===== config.mk =====
export PLATFORM = sky130hd
export DESIGN_NAME = shift_sequencer
export DESIGN_NICKNAME = d
export VERILOG_FILES = /design/src/rtl/shift_seq_pkg.sv /design/src/rtl/shift_step.sv /design/src/rtl/shift_sequencer.sv
export SDC_FILE = /design/constraint.sdc
export NUM_CORES = 1
export LEC_CHECK = 0
export ABC_CLOCK_PERIOD_IN_PS = 1850
export CAP_MARGIN = 15
export CORE_MARGIN = 2
export CORE_UTILIZATION = 45
export CTS_BUF_LIST = sky130_fd_sc_hd__clkbuf_16
export DETAILED_ROUTE_END_ITERATION = 12
export DONT_BUFFER_PORTS = 1
export HOLD_SLACK_MARGIN = 0.08
export PLACE_DENSITY_LB_ADDON = 0.15
export SLEW_MARGIN = 20
export SYNTH_ARGS = -nofsm -noshare
export SYNTH_HDL_FRONTEND = slang
export SYNTH_HIERARCHICAL = 1
export SYNTH_SLANG_ARGS = --single-unit
export TNS_END_PERCENT = 50

===== constraint.sdc =====
create_clock -name clk -period 1.85 [get_ports clk]
set_input_delay 0.2775 -clock clk [delete_from_list [all_inputs] [get_ports clk]]
set_output_delay 0.2775 -clock clk [all_outputs]
set_load 0.05 [all_outputs]

===== src/rtl/shift_seq_pkg.sv =====
// shift_seq_pkg: shared state encoding and step-shifter sizing for shift_sequencer
package shift_seq_pkg;
    typedef enum logic [1:0] {IDLE, SHIFT, DONE} state_t;
    localparam int STEP_MAX = 3;
    localparam int STEP_W = 2;
endpackage


===== src/rtl/shift_step.sv =====
// shift_step: combinational DATA_W-bit logical left shift by 0-3 positions
module shift_step
    import shift_seq_pkg::*;
#(
    parameter int DATA_W = 8
) (
    input  logic [DATA_W-1:0] a,
    input  logic [STEP_W-1:0] sel,
    output logic [DATA_W-1:0] y
);
    assign y = a << sel;
endmodule


===== src/rtl/shift_sequencer.sv =====
// shift_sequencer: multi-cycle left shifter issuing 0-3 steps through shift_step.
// Optional overflow flag output built when SHIFT_SEQ_OVF_EN is defined.
module shift_sequencer
    import shift_seq_pkg::*;
#(
    parameter int DATA_W = 8,
    parameter int AMT_W = 3
) (
    input  logic              clk,
    input  logic              rst_n,
    input  logic              in_valid,
    output logic              in_ready,
    input  logic [DATA_W-1:0] in_data,
    input  logic [AMT_W-1:0]  in_amt,
    output logic              out_valid,
    input  logic              out_ready,
    output logic [DATA_W-1:0] out_data,
`ifdef SHIFT_SEQ_OVF_EN
    output logic              out_ovf,
`endif
    output logic              busy
);
    state_t state_q, state_d;
    logic [DATA_W-1:0] data_q, data_d, shifted;
    logic [AMT_W-1:0] rem_q, rem_d, rem_next;
    logic [STEP_W-1:0] step;

    assign step = (rem_q > AMT_W'(STEP_MAX)) ? STEP_W'(STEP_MAX) : rem_q[STEP_W-1:0];
    assign rem_next = rem_q - AMT_W'(step);

    shift_step #(.DATA_W(DATA_W)) u_step (.a(data_q), .sel(step), .y(shifted));

    always_comb begin
        state_d = state_q;
        data_d = data_q;
        rem_d = rem_q;
        unique case (state_q)
            IDLE: if (in_valid) begin
                data_d = in_data;
                rem_d = in_amt;
                state_d = SHIFT;
            end
            SHIFT: begin
                data_d = shifted;
                rem_d = rem_next;
                state_d = (rem_next == '0) ? DONE : SHIFT;
            end
            DONE: state_d = out_ready ? IDLE : DONE;
            default: state_d = IDLE;
        endcase
    end

    always_ff @(posedge clk or negedge rst_n) begin
        if (!rst_n) begin
            state_q <= IDLE;
            data_q <= '0;
            rem_q <= '0;
        end else begin
            state_q <= state_d;
            data_q <= data_d;
            rem_q <= rem_d;
        end
    end

`ifdef SHIFT_SEQ_OVF_EN
    logic ovf_q, ovf_d;
    // bits leaving the MSB this step are the top `step` bits of data_q
    always_comb begin
        ovf_d = ovf_q;
        if (state_q == IDLE && in_valid)
            ovf_d = 1'b0;
        else if (state_q == SHIFT)
            ovf_d = ovf_q | (|(data_q & ~({DATA_W{1'b1}} >> step)));
    end

    always_ff @(posedge clk or negedge rst_n) begin
        if (!rst_n)
            ovf_q <= 1'b0;
        else
            ovf_q <= ovf_d;
    end

    assign out_ovf = ovf_q & (state_q == DONE);
`endif

    assign in_ready = (state_q == IDLE);
    assign out_valid = (state_q == DONE);
    assign busy = (state_q != IDLE);
    assign out_data = data_q;
endmodule

==> results of run 1 <==
==> layout by cell type, fill, tap and decap left out, types with 2 or more instances in the layout <==
cell type   n
o21ai_0    10
buf_4      10
nand2b_1    2
and2b_1     5
a31oi_1     2
dfrtp_1    13
a21oi_1     9
inv_1       6
or2_2       2
a22oi_1     8
o21ai_1     2
nor2_1      2
clkbuf_16   3
nand3b_1    2
nor2b_1     4
mux2i_1    12
==> metal layers <==
layer  GRT usage [%]  wire length, um  share of wire (%)  up-vias
met4            4.29               13               0.65        0
met5               0                0                  0        -
met2            27.6              969                 48       18
li1                -                -                  -      364
met3            4.94               69                3.4        2
met1            25.9              961                 48      359
==> logic make-up (layout without fill, tap and decap cells) <==
kind of cell | count (synthesis) | count (layout) | synth area share, %
AO/OA/AOI/OAI | 35 | 35 | 23.7
AND/OR/NAND/NOR | 23 | 23 | 16.2
flip-flops | 13 | 13 | 36.3
multiplexers | 12 | 12 | 13.4
buffers and inverters | 12 | 20 | 8.94
adder cells (fa/ha/maj) | 1 | 1 | 1.40
==> power by group through the flow <==
stage	registers [mW]	logic (mW)	clock network, mW
floorplan	0.803	0.909	0
global placement	0.688	1.22	0
detailed placement	0.690	1.23	0
CTS	0.686	1.26	0.405
global route	0.715	1.36	0.421
finish	0.689	1.25	0.395
==> synthesized netlist by cell type (all sizes together) (2+ instances only) <==
master / count / area, um^2
a21oi: 9 / 45.0
a22oi: 8 / 60.1
a31oi: 2 / 12.5
and2b: 5 / 37.5
buf: 7 / 61.3
dfrtp: 13 / 325
inv: 5 / 18.8
mux2i: 12 / 120
nand2b: 2 / 12.5
nand3b: 2 / 15.0
nor2: 3 / 11.3
nor2b: 5 / 33.8
o21ai: 12 / 60.1
or2: 2 / 12.5
==> critical path, cell delays in order, from the launching register on <==
cell,delay (ns)
dfrtp_1,0.43
or2_2,0.43
mux2i_1,0.26
mux2i_1,0.12
a22oi_1,0.16
o21ai_0,0.12
==> worst max-delay path by stage <==
stage / cells past startpoint / startpoint / slack, ns / endpoint
CTS: 5 / rem_q[2] / 0.17 / out_data[7]
global placement: 5 / rem_q[2] / 0.27 / out_data[5]
finish: 5 / rem_q[2] / 0.17 / out_data[7]
global route: 5 / rem_q[2] / 0.03 / out_data[7]
floorplan: 2 / state_q[1] / 0.29 / busy
detailed placement: 5 / rem_q[2] / 0.27 / out_data[3]
==> sequential cells by signal (all words and copies together), names as in the netlist <==
register,cells
rem_q,3
state_q,2
out_data,8
==> per-stage QoR <==
step / hold WS, ns / setup slack, ns / util, % / cells / total power, mW
after floorplan: -0.0181 / 0.292 / - / 96 / 1.71
after global placement: -0.0178 / 0.271 / 49.2 / 126 / 1.91
after detailed placement: -0.0177 / 0.269 / 49.2 / 126 / 1.92
after CTS: 0.231 / 0.174 / 53.8 / 131 / 2.35
after global routing: 0.245 / 0.0337 / 53.8 / 131 / 2.49
final: 0.232 / 0.171 / 53.8 / 131 / 2.33
==> cell type report <==
| class | count | share of cell area (%) |
|---|---|---|
| Multi-Input combinational cell | 71 | 47.6 |
| Sequential cell | 13 | 31.4 |
| Timing Repair Buffer | 11 | 8.22 |
| Clock buffer | 3 | 7.26 |
| Tap cell | 27 | 3.26 |
| Inverter | 5 | 1.81 |
| Clock inverter | 1 | 0.363 |
==> timing repair <==
| item | CTS | global route |
|---|---|---|
| endpoints found under the hold margin | 13 | 0 |
| hold buffers | 1 | 0 |
| buffers inserted | 0 | 0 |
| setup endpoints to repair | 0 | 0 |
==> impl_metrics.env, run 1 <==
export IMPL_seqCellArea_um2=325
export IMPL_core_area_um2=1920
export IMPL_ys_ff_latch=13
export IMPL_dpl_cell_area_um2=946
export IMPL_rsz0062_at_grt="false"
export IMPL_switching_power_mw=1.14
export IMPL_io_buffers=0
export IMPL_min_from="out_ready"
export IMPL_cts_tree="yes"
export IMPL_viasPerCell=5.67
export IMPL_num_vias=743
export IMPL_end_kind="register"
export IMPL_drive_gt1_share_pct=16.3
export IMPL_cp_max_fo=9
export IMPL_worst_setup_path_start_kind="register"
export IMPL_irDropWorstVdd_mv=1.20
export IMPL_crit_reg2reg_launch="rem_q[2]"
export IMPL_finalMaxSlewViolations=0
export IMPL_power_leakage_nw=0.487
export IMPL_io_pins=26
export IMPL_grt_pass1_wl_um=3390
export IMPL_drc=0
export IMPL_timing_final_hold_violations=0
export IMPL_arrival_ns=1.77
export IMPL_fp_dieW_um=48.6
export IMPL_fillers=185
export IMPL_clkPwrFrac_pct=16.9
export IMPL_multiInputGateArea_um2=493
export IMPL_cts_root_buffer="clkbuf_16"
export IMPL_drv_cap=0
export IMPL_row_count=16
export IMPL_ys_types=27
export IMPL_dieArea_um2=2360
export IMPL_status="finished, final reports clean"
export IMPL_tns_ns=0
export IMPL_rr_worst_depth=5
export IMPL_synth_nets=112
export IMPL_numCtsBuffers=3
export IMPL_avgRoutedWirePerCell_um=15.4
export IMPL_wl_um=2010
export IMPL_yosys_warnings=6
export IMPL_fp_dieH_um=48.6
export IMPL_grt_max_degree=17
export IMPL_worstHoldEndpoint="state_q[1]"
export IMPL_dr_pass1_iters=4
export IMPL_p_per_area_nw_per_um2=2250
export IMPL_drtIter0Drc=21
export IMPL_nets=121
export IMPL_postRouteAntennaNets=0
export IMPL_hpwl_um=1360
export IMPL_netlist_instances=96
export IMPL_final_setup_viol_count=0
export IMPL_reg2reg_to="out_data[7]"
export IMPL_synthArstFlopShare_pct=100
export IMPL_grt_pass1_vias=704
export IMPL_clkTransAtPathRegs_ns=0.04
export IMPL_p_sw_share_pct=49.0
export IMPL_crit_type="reg -> reg"
export IMPL_synth_edf_count=0
export IMPL_clock_sinks=13
export IMPL_internal_power_mw=1.19
export IMPL_antenna_found_initial=0
export IMPL_fin_crit_ns=1.68
export IMPL_synthFlopType="dfrtp_1"
export IMPL_yosysSeqAreaShare_pct=36.3
export IMPL_synthesis_area_um2=896
export IMPL_fin_crit_sh_pct=90.7
export IMPL_final_area_um2=1030
export IMPL_overflow=0
export IMPL_worst_slew_pin_slew_ns=0.606
export IMPL_grtUsageTotal_pct=18.3
export IMPL_hold_path_class="in -> reg"
export IMPL_gp_congestion=0.801
export IMPL_syn_avg_cell_area_um2=9.33
export IMPL_clkLatencyLatePin_ns=0.24
export IMPL_diodes=0
export IMPL_slew_limit_headroom_pct=59.4
export IMPL_cts_resized=0
export IMPL_fmax_mhz=596
export IMPL_finalClockSkew_ns=0.00308
export IMPL_critPathRequiredTime_ns=1.94
export IMPL_cts_max_path_buffers=2
export IMPL_p_comb_share_pct=53.5
export IMPL_rrSetupSlack_ns=0.17
export IMPL_p_seq_share_pct=29.5
export IMPL_area_delta_synth_final_pct=15.5
export IMPL_hold_depth=2
export IMPL_initial_core_util_pct=46.6
export IMPL_ctsHtreeMaxLevel=1
(Power assumes the default switching activity.)
==> run 2, diff against run 1 <==
--- a/config.mk
+++ b/config.mk
@@ -17,6 +17,5 @@
 export SLEW_MARGIN = 20
 export SYNTH_ARGS = -nofsm -noshare
 export SYNTH_HDL_FRONTEND = slang
-export SYNTH_HIERARCHICAL = 1
 export SYNTH_SLANG_ARGS = --single-unit
 export TNS_END_PERCENT = 50
==> impl_metrics.env, run 2 <==
export IMPL_post_cts_setup_buffers=0
export IMPL_mostFrequentLayoutCell="dfrtp_1"
export IMPL_final_setup_viol_count=0
export IMPL_antenna_found_initial=0
export IMPL_dieArea_um2=2240
export IMPL_num_vias=708
export IMPL_yosysSeqAreaShare_pct=38.5
export IMPL_hpwl_um=1500
export IMPL_gp_congestion=0.751
export IMPL_rsz0062_at_grt="false"
export IMPL_fin_crit_ns=1.64
export IMPL_io_buffers=0
export IMPL_grt_pass1_vias=690
export IMPL_yosysTopAreaCell="dfrtp_1"
export IMPL_cts_root_buffer="clkbuf_16"
export IMPL_drv_cap=0
export IMPL_grtUsageTotal_pct=21.2
export IMPL_avgRoutedWirePerCell_um=16.4
export IMPL_synth_most_common_cell="dfrtp_1"
export IMPL_wl_um=2040
export IMPL_grt_pass1_wl_um=3210
export IMPL_fp_dieH_um=47.4
export IMPL_crit_reg2reg_launch="rem_q[2]"
export IMPL_ys_types=38
export IMPL_cts_max_path_buffers=2
export IMPL_cts_tree="yes"
export IMPL_ys_top_cells_by_count="dfrtp_1, nor2_1, nand2b_1"
export IMPL_dr_pass1_iters=4
export IMPL_slew_limit_headroom_pct=60.3
export IMPL_ctsHtreeMaxLevel=1
export IMPL_critPathRequiredTime_ns=1.57
export IMPL_drtIter0Drc=13
export IMPL_synth_edf_count=0
export IMPL_numCtsBuffers=3
export IMPL_startpoint="state_q[1]"
export IMPL_hold_path_class="in -> reg"
export IMPL_diodes=0
export IMPL_drive_gt1_share_pct=23.2
export IMPL_worst_slew_pin_slew_ns=0.593
export IMPL_clkLatencyLatePin_ns=0.24
export IMPL_largest_reg_flops=8
export IMPL_synthFlopType="dfrtp_1"
export IMPL_synth_area_leaders="dfrtp_1, mux2i_1, nor2_1"
export IMPL_worst_setup_path_start_kind="register"
export IMPL_drc=0
export IMPL_clkTransAtPathRegs_ns=0.04
export IMPL_viasPerCell=5.71
export IMPL_fin_crit_sh_pct=88.6
export IMPL_syn_avg_cell_area_um2=9.50
export IMPL_crit_type="reg -> out"
export IMPL_tns_ns=0
export IMPL_netlist_instances=89
export IMPL_ys_ff_latch=13
export IMPL_synthArstFlopShare_pct=100
export IMPL_end_kind="output port"
export IMPL_fp_dieW_um=47.4
export IMPL_final_cell_mix="dfrtp_1, nor2_1, buf_4"
export IMPL_arrival_ns=1.36
export IMPL_postRouteAntennaNets=0
export IMPL_clock_sinks=13
export IMPL_yosys_warnings=0
export IMPL_cp_max_fo=14
export IMPL_status="finished, final reports clean"
export IMPL_synth_top_cell_area_share_pct=38.5
export IMPL_grt_max_degree=15
export IMPL_area_delta_synth_final_pct=18.8
export IMPL_finalClockSkew_ns=0.00137
export IMPL_io_pins=26
export IMPL_synthesis_area_um2=846
export IMPL_overflow=0
export IMPL_initial_core_util_pct=48.5
export IMPL_fmax_mhz=610
export IMPL_synth_nets=105
export IMPL_finalMaxSlewViolations=0
export IMPL_core_area_um2=1750
export IMPL_row_count=15
export IMPL_timing_final_hold_violations=0
export IMPL_min_from="in_valid"
export IMPL_nets=116
run 2: kinds of logic after synthesis:
group,share of synthesized area [%]
and+or+nand+nor,23.8
AOI/OAI and AO/OA,21.7
DFF,38.5
muxes,9.91
buffers and inverters,4.58
adders and majority gates,1.48
run 2: path summary, 6_finish.rpt:
path | endpoint | slack [ns] | depth (start not counted)
min reg2reg | out_data[3] | 0.57 | 1
min | out_data[0] | 0.20 | 1
max in group asynchronous | out_data[5] | 0.98 | 1
max reg2reg | out_data[4] | 0.22 | 4
max | out_valid | 0.21 | 2
min in group asynchronous | state_q[0] | 0.48 | 1
run 2: routing by layer:
metal | vias up | share of wire [%] | global-route usage (%)
li1 | 343 | - | -
met1 | 338 | 47 | 29.1
met2 | 25 | 45 | 30.5
met3 | 2 | 6.9 | 8.08
met4 | 0 | 0.64 | 7.22
met5 | - | 0 | 0
run 2: timing repair:
item,4_1_cts,5_1_grt
hold buffers,1,0
endpoints found under the hold margin,13,0
resized for setup,0,0
run 2: cell type report:
cell class	instances	area, um^2
clock buffer	3	75.1
multi-input combinational	69	484
sequential	13	325
clock inverter	1	3.75
fill	162	741
tap	25	31.3
timing repair buffer	9	70.1
inverter	4	15.0
run 2: per-stage QoR:
stage / instance area, um^2 / cells / util [%] / worst slack [ns] / hold slack, ns
2_1_floorplan: 848 / 89 / - / 0.107 / -0.0181
3_3_place_gp: 916 / 119 / 52.5 / 0.277 / -0.0177
3_5_place_dp: 916 / 119 / 52.5 / 0.260 / -0.0177
4_1_cts: 1000 / 124 / 57.6 / 0.208 / 0.196
5_1_grt: 1000 / 124 / 57.6 / 0.121 / 0.191
6_report: 1000 / 124 / 57.6 / 0.211 / 0.200
run 2: critical path, stage by stage, from the launching register on:
cell and delay (ns):
dfrtp_1 0.66, nor2b_1 0.24, buf_4 0.22
Power of run 2 is not shown: default switching activity piles up to over one toggle a cycle in this logic, so the estimate is an artifact.
==> run 3, diff against run 2 <==
--- a/config.mk
+++ b/config.mk
@@ -7,9 +7,11 @@
 export LEC_CHECK = 0
 export ABC_CLOCK_PERIOD_IN_PS = 1850
 export CAP_MARGIN = 15
+export CORE_ASPECT_RATIO = 1.75
 export CORE_MARGIN = 2
-export CORE_UTILIZATION = 45
+export CORE_UTILIZATION = 36
 export CTS_BUF_LIST = sky130_fd_sc_hd__clkbuf_16
+export CTS_CLUSTER_DIAMETER = 40
 export DETAILED_ROUTE_END_ITERATION = 12
 export DONT_BUFFER_PORTS = 1
 export HOLD_SLACK_MARGIN = 0.08
==> impl_metrics.env, run 3 (same netlist as run 2, synthesis figures left out) <==
export IMPL_status="finished, final reports clean"
export IMPL_antenna_found_initial=0
export IMPL_cp_max_fo=14
export IMPL_crit_type="reg -> out"
export IMPL_dpl_cell_area_um2=923
export IMPL_fin_crit_ns=1.66
export IMPL_timing_hold_ws_ns=0.191
export IMPL_fillers=221
export IMPL_hold_depth=2
export IMPL_gp_congestion=0.757
export IMPL_wl_um=2140
export IMPL_clkLatencyLatePin_ns=0.24
export IMPL_clock_sinks=13
export IMPL_largest_reg_flops=8
export IMPL_ctsHoldBuffers=1
export IMPL_viasPerCell=5.69
export IMPL_grt_pass1_wl_um=3460
export IMPL_row_count=23
export IMPL_critPathTopFamily="flip-flops"
export IMPL_cts_resized=0
export IMPL_overflow=0
export IMPL_cts_max_path_buffers=2
export IMPL_fin_crit_sh_pct=90.0
export IMPL_dr_pass1_iters=3
export IMPL_avgRoutedWirePerCell_um=17.1
export IMPL_numCtsBuffers=3
export IMPL_grt_max_degree=15
export IMPL_fp_dieH_um=68.1
export IMPL_fp_dieW_um=40.6
export IMPL_drv_cap=0
export IMPL_core_area_um2=2270
export IMPL_critPathRequiredTime_ns=1.57
export IMPL_grt_pass1_vias=727
export IMPL_ctsHtreeMaxLevel=1
export IMPL_final_area_um2=1010
export IMPL_rr_worst_depth=4
export IMPL_cts_root_buffer="clkbuf_16"
export IMPL_initial_core_util_pct=37.2
export IMPL_worst_slew_pin_slew_ns=0.646
export IMPL_end_kind="output port"
export IMPL_multiInputGateArea_um2=484
export IMPL_cp_depth=2
export IMPL_worst_setup_path_start_kind="register"
export IMPL_postRouteAntennaNets=0
export IMPL_seqCellArea_um2=325
export IMPL_arrival_ns=1.39
export IMPL_cp_cell_sequence="nor2b_1 > buf_4"
export IMPL_grtUsageTotal_pct=19.1
export IMPL_io_buffers=0
export IMPL_fmax_mhz=601
export IMPL_drc=0
export IMPL_worst_path_buf_inv=1
export IMPL_diodes=0
export IMPL_critPathMaxStageDelay_ns=0.68
export IMPL_rsz0062_at_grt="false"
export IMPL_mostFrequentLayoutCell="dfrtp_1"
export IMPL_num_vias=711
export IMPL_drive_gt1_share_pct=24.0
export IMPL_area_delta_synth_final_pct=19.7
export IMPL_tns_ns=0
export IMPL_clkTransAtPathRegs_ns=0.05
export IMPL_finalClockSkew_ns=0.00372
export IMPL_drtIter0Drc=14
export IMPL_cp_slowest_cell="dfrtp_1"
export IMPL_post_cts_setup_buffers=0
export IMPL_timing_final_hold_violations=0
export IMPL_final_cell_mix="dfrtp_1, nor2_1, buf_4"
export IMPL_nets=117
export IMPL_hpwl_um=1610
export IMPL_finalMaxSlewViolations=0
export IMPL_slew_limit_headroom_pct=56.8
export IMPL_io_pins=26
export IMPL_utilization_pct=44.5
export IMPL_dieArea_um2=2770
export IMPL_cts_tree="yes"
export IMPL_final_setup_viol_count=0
export IMPL_hold_path_class="in -> reg"
## run 3: area by class of cell
class / count / share of cell area (%)
multi-input combinational: 69 / 47.8
sequential: 13 / 32.1
timing repair buffer: 10 / 7.66
clock buffer: 3 / 7.42
tap: 25 / 3.09
inverter: 4 / 1.48
clock inverter: 1 / 0.371
## run 3: metrics by stage
| step | instances | worst slack [ns] |
|---|---|---|
| after floorplan | 89 | 0.107 |
| after global placement | 120 | 0.279 |
| after detailed placement | 120 | 0.223 |
| after CTS | 125 | 0.203 |
| after global routing | 125 | 0.0960 |
| final | 125 | 0.185 |
## run 3: path summary, 6_finish.rpt
kind | slack [ns] | from | endpoint
worst min-delay path | 0.19 | in_valid | rem_q[2]
max in group asynchronous | 0.93 | rst_n | rem_q[0]
min in group asynchronous | 0.50 | rst_n | out_data[1]
worst min register to register | 0.56 | out_data[4] | out_data[4]
worst max register to register | 0.20 | rem_q[2] | out_data[4]
worst max-delay path | 0.19 | state_q[1] | out_valid
## run 3: routing by layer
layer / part of all wire, % / track usage [%] / up-vias
li1: - / - / 343
met1: 40 / 21.6 / 346
met2: 55 / 31.2 / 18
met3: 3.1 / 3.25 / 4
met4: 2.1 / 12.5 / 0
met5: 0 / 0 / -
Power of run 3 is left out for the same reason.
